[src/rtl/cfu_initiator.sv]
// CFU command initiator: queues host requests, issues one at a time, queues results/timeouts.
// Request-to-cmd_valid is 2 cycles; req_ready drops on a full request queue, issue stalls on a full result queue.

module cfu_fifo #(
   parameter int W     = 32,
   parameter int DEPTH = 4
) (
   input  logic                     clk,
   input  logic                     reset,
   input  logic                     push,
   input  logic [W-1:0]             push_data,
   input  logic                     pop,
   output logic [W-1:0]             head,
   output logic [$clog2(DEPTH):0]   count
);
   localparam int AW = $clog2(DEPTH);
   localparam logic [AW:0] PTR_ONE = 1;

   logic [W-1:0] mem [DEPTH];
   logic [AW:0]  wp;
   logic [AW:0]  rp;
   logic         full;
   logic         empty;
   logic         do_push;
   logic         do_pop;

   assign empty   = (wp == rp);
   assign full    = (wp[AW] != rp[AW]) && (wp[AW-1:0] == rp[AW-1:0]);
   assign count   = wp - rp;
   assign head    = mem[rp[AW-1:0]];
   // No bypass: a full FIFO refuses a push even when it pops in the same cycle.
   assign do_push = push && !full;
   assign do_pop  = pop && !empty;

   always_ff @(posedge clk) begin
      if (do_push) begin
         mem[wp[AW-1:0]] <= push_data;
      end
   end

   always_ff @(posedge clk) begin
      if (reset) begin
         wp <= '0;
         rp <= '0;
      end else begin
         if (do_push) wp <= wp + PTR_ONE;
         if (do_pop)  rp <= rp + PTR_ONE;
      end
   end
endmodule

module cfu_initiator #(
   parameter int REQ_DEPTH = 4,
   parameter int RES_DEPTH = 4,
   parameter int TIMEOUT   = 1024
) (
   input  logic        clk,
   input  logic        reset,
   input  logic        req_valid,
   output logic        req_ready,
   input  logic [9:0]  req_function_id,
   input  logic [31:0] req_inputs_0,
   input  logic [31:0] req_inputs_1,
   output logic        res_valid,
   input  logic        res_ready,
   output logic [31:0] res_data,
   output logic        res_timeout,
   output logic        cmd_valid,
   input  logic        cmd_ready,
   output logic [9:0]  cmd_payload_function_id,
   output logic [31:0] cmd_payload_inputs_0,
   output logic [31:0] cmd_payload_inputs_1,
   input  logic        rsp_valid,
   output logic        rsp_ready,
   input  logic [31:0] rsp_payload_outputs_0,
   output logic        busy,
   output logic        stray
);
   localparam int RQW = $clog2(REQ_DEPTH);
   localparam int RSW = $clog2(RES_DEPTH);
   localparam int TW  = (TIMEOUT > 0) ? $clog2(TIMEOUT + 1) : 1;
   localparam logic [RQW:0]  REQ_FULL = (RQW + 1)'(REQ_DEPTH);
   localparam logic [RSW:0]  RES_FULL = (RSW + 1)'(RES_DEPTH);
   localparam logic [TW-1:0] T_ONE    = 1;
   localparam logic [TW-1:0] T_LAST   = TW'(TIMEOUT - 1);

   typedef enum logic [1:0] {IDLE, ISSUE, WAIT} state_t;

   state_t        state;
   logic [TW-1:0] timer;

   logic [73:0]  req_head;
   logic [RQW:0] req_count;
   logic         req_empty;
   logic         req_push;
   logic         req_pop;

   logic [32:0]  res_head;
   logic [32:0]  res_push_data;
   logic [RSW:0] res_count;
   logic         res_empty;
   logic         res_push;
   logic         res_pop;

   logic         rsp_fire;
   logic         timeout_hit;

   assign req_empty = (req_count == '0);
   assign req_ready = (req_count != REQ_FULL);
   assign req_push  = req_valid && req_ready;
   assign req_pop   = (state == ISSUE) && cmd_ready;

   assign rsp_fire    = rsp_valid && rsp_ready;
   assign timeout_hit = (TIMEOUT != 0) && (timer == T_LAST);
   // A response on the final timeout cycle still counts as a real result.
   assign res_push      = (state == WAIT) && (rsp_fire || timeout_hit);
   assign res_push_data = rsp_fire ? {1'b0, rsp_payload_outputs_0} : {1'b1, 32'd0};
   assign res_empty     = (res_count == '0);
   assign res_pop       = res_ready && !res_empty;

   cfu_fifo #(.W(74), .DEPTH(REQ_DEPTH)) u_req_fifo (
      .clk       (clk),
      .reset     (reset),
      .push      (req_push),
      .push_data ({req_function_id, req_inputs_1, req_inputs_0}),
      .pop       (req_pop),
      .head      (req_head),
      .count     (req_count)
   );

   cfu_fifo #(.W(33), .DEPTH(RES_DEPTH)) u_res_fifo (
      .clk       (clk),
      .reset     (reset),
      .push      (res_push),
      .push_data (res_push_data),
      .pop       (res_pop),
      .head      (res_head),
      .count     (res_count)
   );

   always_ff @(posedge clk) begin
      if (reset) begin
         state     <= IDLE;
         timer     <= '0;
         stray     <= 1'b0;
         rsp_ready <= 1'b0;
      end else begin
         rsp_ready <= 1'b1;
         if (rsp_fire && (state != WAIT)) stray <= 1'b1;
         case (state)
            IDLE: begin
               // Entering ISSUE reserves the result slot for this command.
               if (!req_empty && (res_count < RES_FULL)) state <= ISSUE;
            end
            ISSUE: begin
               if (cmd_ready) begin
                  state <= WAIT;
                  timer <= '0;
               end
            end
            WAIT: begin
               if (rsp_fire || timeout_hit) state <= IDLE;
               else                         timer <= timer + T_ONE;
            end
            default: state <= IDLE;
         endcase
      end
   end

   assign cmd_valid               = (state == ISSUE);
   assign cmd_payload_inputs_0    = cmd_valid ? req_head[31:0]  : 32'd0;
   assign cmd_payload_inputs_1    = cmd_valid ? req_head[63:32] : 32'd0;
   assign cmd_payload_function_id = cmd_valid ? req_head[73:64] : 10'd0;

   assign res_valid   = !res_empty;
   assign res_data    = res_valid ? res_head[31:0] : 32'd0;
   assign res_timeout = res_valid && res_head[32];
   assign busy        = (state != IDLE) || !req_empty;
endmodule

[config.mk]
export PLATFORM = sky130hd
export DESIGN_NAME = cfu_initiator
export DESIGN_NICKNAME = d
export VERILOG_FILES = /design/src/rtl/cfu_initiator.sv
export SDC_FILE = /design/constraint.sdc
export NUM_CORES = 1
export LEC_CHECK = 0
export BUFFER_PORTS_ARGS = -buffer_cell sky130_fd_sc_hd__buf_2
export CAP_MARGIN = 20
export CORE_UTILIZATION = 40
export CTS_BUF_LIST = sky130_fd_sc_hd__clkbuf_4
export DETAILED_ROUTE_END_ITERATION = 10
export HOLD_SLACK_MARGIN = 0.03
export REMOVE_ABC_BUFFERS = 1
export SYNTH_ARGS = -nofsm -noshare
export SYNTH_HDL_FRONTEND = slang
export SYNTH_SLANG_ARGS = --single-unit
[constraint.sdc]
create_clock -name clk -period 5.2 [get_ports clk]
set_input_delay 0.26 -clock clk [delete_from_list [all_inputs] [get_ports clk]]
set_output_delay 0.26 -clock clk [all_outputs]
set_load 0.01 [all_outputs]
==> out/qor.txt <==
#FFs+latches synth = 459
Syn-to-layout area delta = 24.5%
Hold WS = 177 ps
Hold Path Sink = u_req_fifo.mem[1][18]
Clk Latency, worst-skew pair = 830 ps
hold path start = req_inputs_0[18]
P per Cell Area = 369 mW/mm²
vias in the first global route = 10340
critical setup path kind = reg2out
GPL Wtd Cong = 0.748
Max VDD drop = 0.209 mV
worst r2r dst = u_req_fifo.mem[0][48]
row count = 77
status = finished clean
wire length of the first global-routing pass = 57600 µm
Hold Path Class = in2reg
layout cell share with drive strength beyond 1 = 38.3%
die area = 0.0457 mm²
Nets = 1457
cell area after synthesis = 0.0179 mm²
number of I/O port buffers = 224
crit-path max cell delay = 900 ps
Critical Path AT = 3040 ps
f_max = 303 MHz
die span in y = 214 µm
Worst-path clk slew = 60 ps
max cap viols = 0
R2R Path Start = u_req_fifo.wp[0]
drt total wl = 38100 µm
CP startpoint kind = flip-flop
Async SR Flop Fraction = 0%
EDFF count, synth = 428
Mapped Cells = 906
Relative slew margins = 34.3%
crit path max-delay cell type = dfxtp_4
max-slew violations = 0
CTS max path bufs = 3
Period minus WS final = 3300 ps
Starting Density = 40.6%
Syn Area/Cell = 19.8 µm²
Hold Path Depth = 2
vias per cell = 4.91
DRT antenna net count = 0
Final Skew = 43.5 ps
Iter 0 DRT Violations = 542
final setup violation count = 0
RSZ-0062 raised after global routing = no
depth of the CTS H-tree = 3
CTS root buf = clkbuf_4
Final Power = 8240 µW
DRT Pass-1 Iters = 5
initial antenna violation count = 4
Final Hold Fails = 0
Core ar. = 0.0442 mm²
leakage power = 0.00804 µW
CTS tree = done
Residual DRC = 0
Critical Path, Cell by Cell = buf_12, mux4_2, and2_1, buf_2
GRT Overall Usage = 16.9%
# fillers = 3659
synth unique cells = 41
CTS buffer count = 116
CP required = 4940 ps
Synth Flop Type = edfxtp_1
worst-margin pin slew = 986 ps
setup slack, reg-to-reg = 2370 ps
total gr overflow = 0
sequential share of the synthesized area = 75.1%
final period utilization = 63.5%
Die W = 214 µm
Yosys warnings = 0
largest net degree at the start of global routing = 78
Critical Path End Type = output pin
I/O pin cnt = 225
Routed WL per cell = 18.9 µm
crit path max fanout = 39
hpwl dp = 21800 µm
via count = 9880
total negative slack = 0 ps
clk sinks = 459
R2R cell count = 6
[worst max path at each step]
stage / cells after the start / to / start / slack (ps)
2_1_floorplan: 2 / cmd_payload_function_id[0] / flip-flop / 970
3_3_place_gp: 6 / u_req_fifo.mem[2][47] / u_req_fifo.wp[0] / 2360
3_5_place_dp: 6 / u_req_fifo.mem[2][34] / u_req_fifo.wp[0] / 2330
4_1_cts: 4 / cmd_payload_inputs_0[31] / flip-flop / 1670
5_1_grt: 4 / cmd_payload_inputs_0[20] / flip-flop / 1590
6_report: 4 / cmd_payload_inputs_0[20] / flip-flop / 1900
[cells by family (layout without fill, tap and decap cells)]
| family | Yosys count | in the layout | synth area share, % |
|---|---|---|---|
| AO/OA/AOI/OAI | 36 | 36 | 1.28 |
| XOR/XNOR | 10 | 10 | 0.488 |
| adder cells (fa/ha/maj) | 15 | 15 | 1.05 |
| buffers and inverters | 56 | 566 | 1.28 |
| flip-flops | 459 | 459 | 75.1 |
| multiplexers | 112 | 112 | 13.7 |
| other | 0 | 3 | 0 |
| AND/OR/NAND/NOR | 218 | 218 | 7.11 |
[layout by cell type, fill, tap and decap left out, types with 14 or more instances in the layout]
cell / count
dfxtp_1: 28
dlygate4sd3_1: 112
buf_4: 14
clkinv_1: 26
buf_2: 224
nor2b_1: 36
nor2_1: 26
and3_1: 36
edfxtp_1: 428
and2_1: 78
ha_1: 15
clkbuf_4: 171
mux4_2: 107
[stage by stage]
step           cell area, µm²  std cells  util [%]  setup WS [ps]
6_report                22300       2011      50.5           1900
3_3_place_gp            19800       1692      44.7           2360
4_1_cts                 22300       2008      50.5           1670
2_1_floorplan           17800        861         -            972
3_5_place_dp            19800       1692      44.7           2330
5_1_grt                 22300       2011      50.5           1590
[area by class of cell]
type	instances	area (µm²)	area share, %
clock inverter	33	149	0.667
multi-input combinational	391	4270	19.1
inverter	11	41.3	0.185
antenna	3	7.51	0.0336
clock buffer	171	1280	5.75
sequential	459	13500	60.4
tap	592	741	3.32
timing repair buffer	351	2370	10.6
[state kept, by name, summed over array words and instances (netlist names), named ones only]
name            flops
rsp_ready           1
state               2
stray               1
timer              11
u_req_fifo.mem    296
u_req_fifo.rp       3
u_req_fifo.wp       3
u_res_fifo.mem    132
u_res_fifo.rp       3
u_res_fifo.wp       3
[worst max-delay path: cells and delay by family (launching register included)]
family	cells	cell delay, ps
multiplexers	1	580
AND/OR/NAND/NOR	1	180
flip-flops	1	900
buffers and inverters	2	520
[cells in the mapped netlist (2+ instances only)]
| library cell | count | share of area, % |
|---|---|---|
| xnor2_1 | 4 | 0.20 |
| buf_1 | 3 | 0.063 |
| ha_1 | 15 | 1.0 |
| dfxtp_1 | 31 | 3.5 |
| inv_1 | 11 | 0.23 |
| mux4_2 | 107 | 13 |
| and3_1 | 36 | 1.3 |
| nor2_1 | 27 | 0.56 |
| nand3_1 | 3 | 0.084 |
| nand2_1 | 13 | 0.27 |
| buf_2 | 15 | 0.42 |
| a21oi_1 | 11 | 0.31 |
| a311oi_1 | 2 | 0.098 |
| and2_1 | 82 | 2.9 |
| xor2_1 | 6 | 0.29 |
| nor2b_1 | 37 | 1.3 |
| edfxtp_1 | 428 | 72 |
| nand2b_1 | 2 | 0.070 |
| mux2i_1 | 4 | 0.22 |
| o21ai_0 | 8 | 0.22 |
| nand3_2 | 2 | 0.11 |
| a31oi_1 | 5 | 0.17 |
| nor3_1 | 8 | 0.22 |
| o211ai_1 | 3 | 0.13 |
| clkbuf_1 | 27 | 0.56 |
[per-layer routing]
metal | share of wire, % | track usage (%)
met1 | 42 | 21.6
met3 | 6.5 | 5.04
met4 | 1.8 | 6.63
met2 | 50 | 27.1
met5 | 0.034 | 0
[where the power goes]
part           total [µW]  switching, µW  internal, µW  leakage, µW
sequential           4280           63.6          4210      0.00418
clock                2890           1390          1500     0.000859
combinational        1070            591           480      0.00300
total                8240           2040          6200      0.00804
[repair_timing]
action	in CTS	in global routing
endpoints found under the hold margin	455	0
gates resized for setup	0	0
hold buffers	112	0
setup buffers	0	0
setup endpoints to repair	0	0
Note: power is estimated with default switching activity, not from simulation.
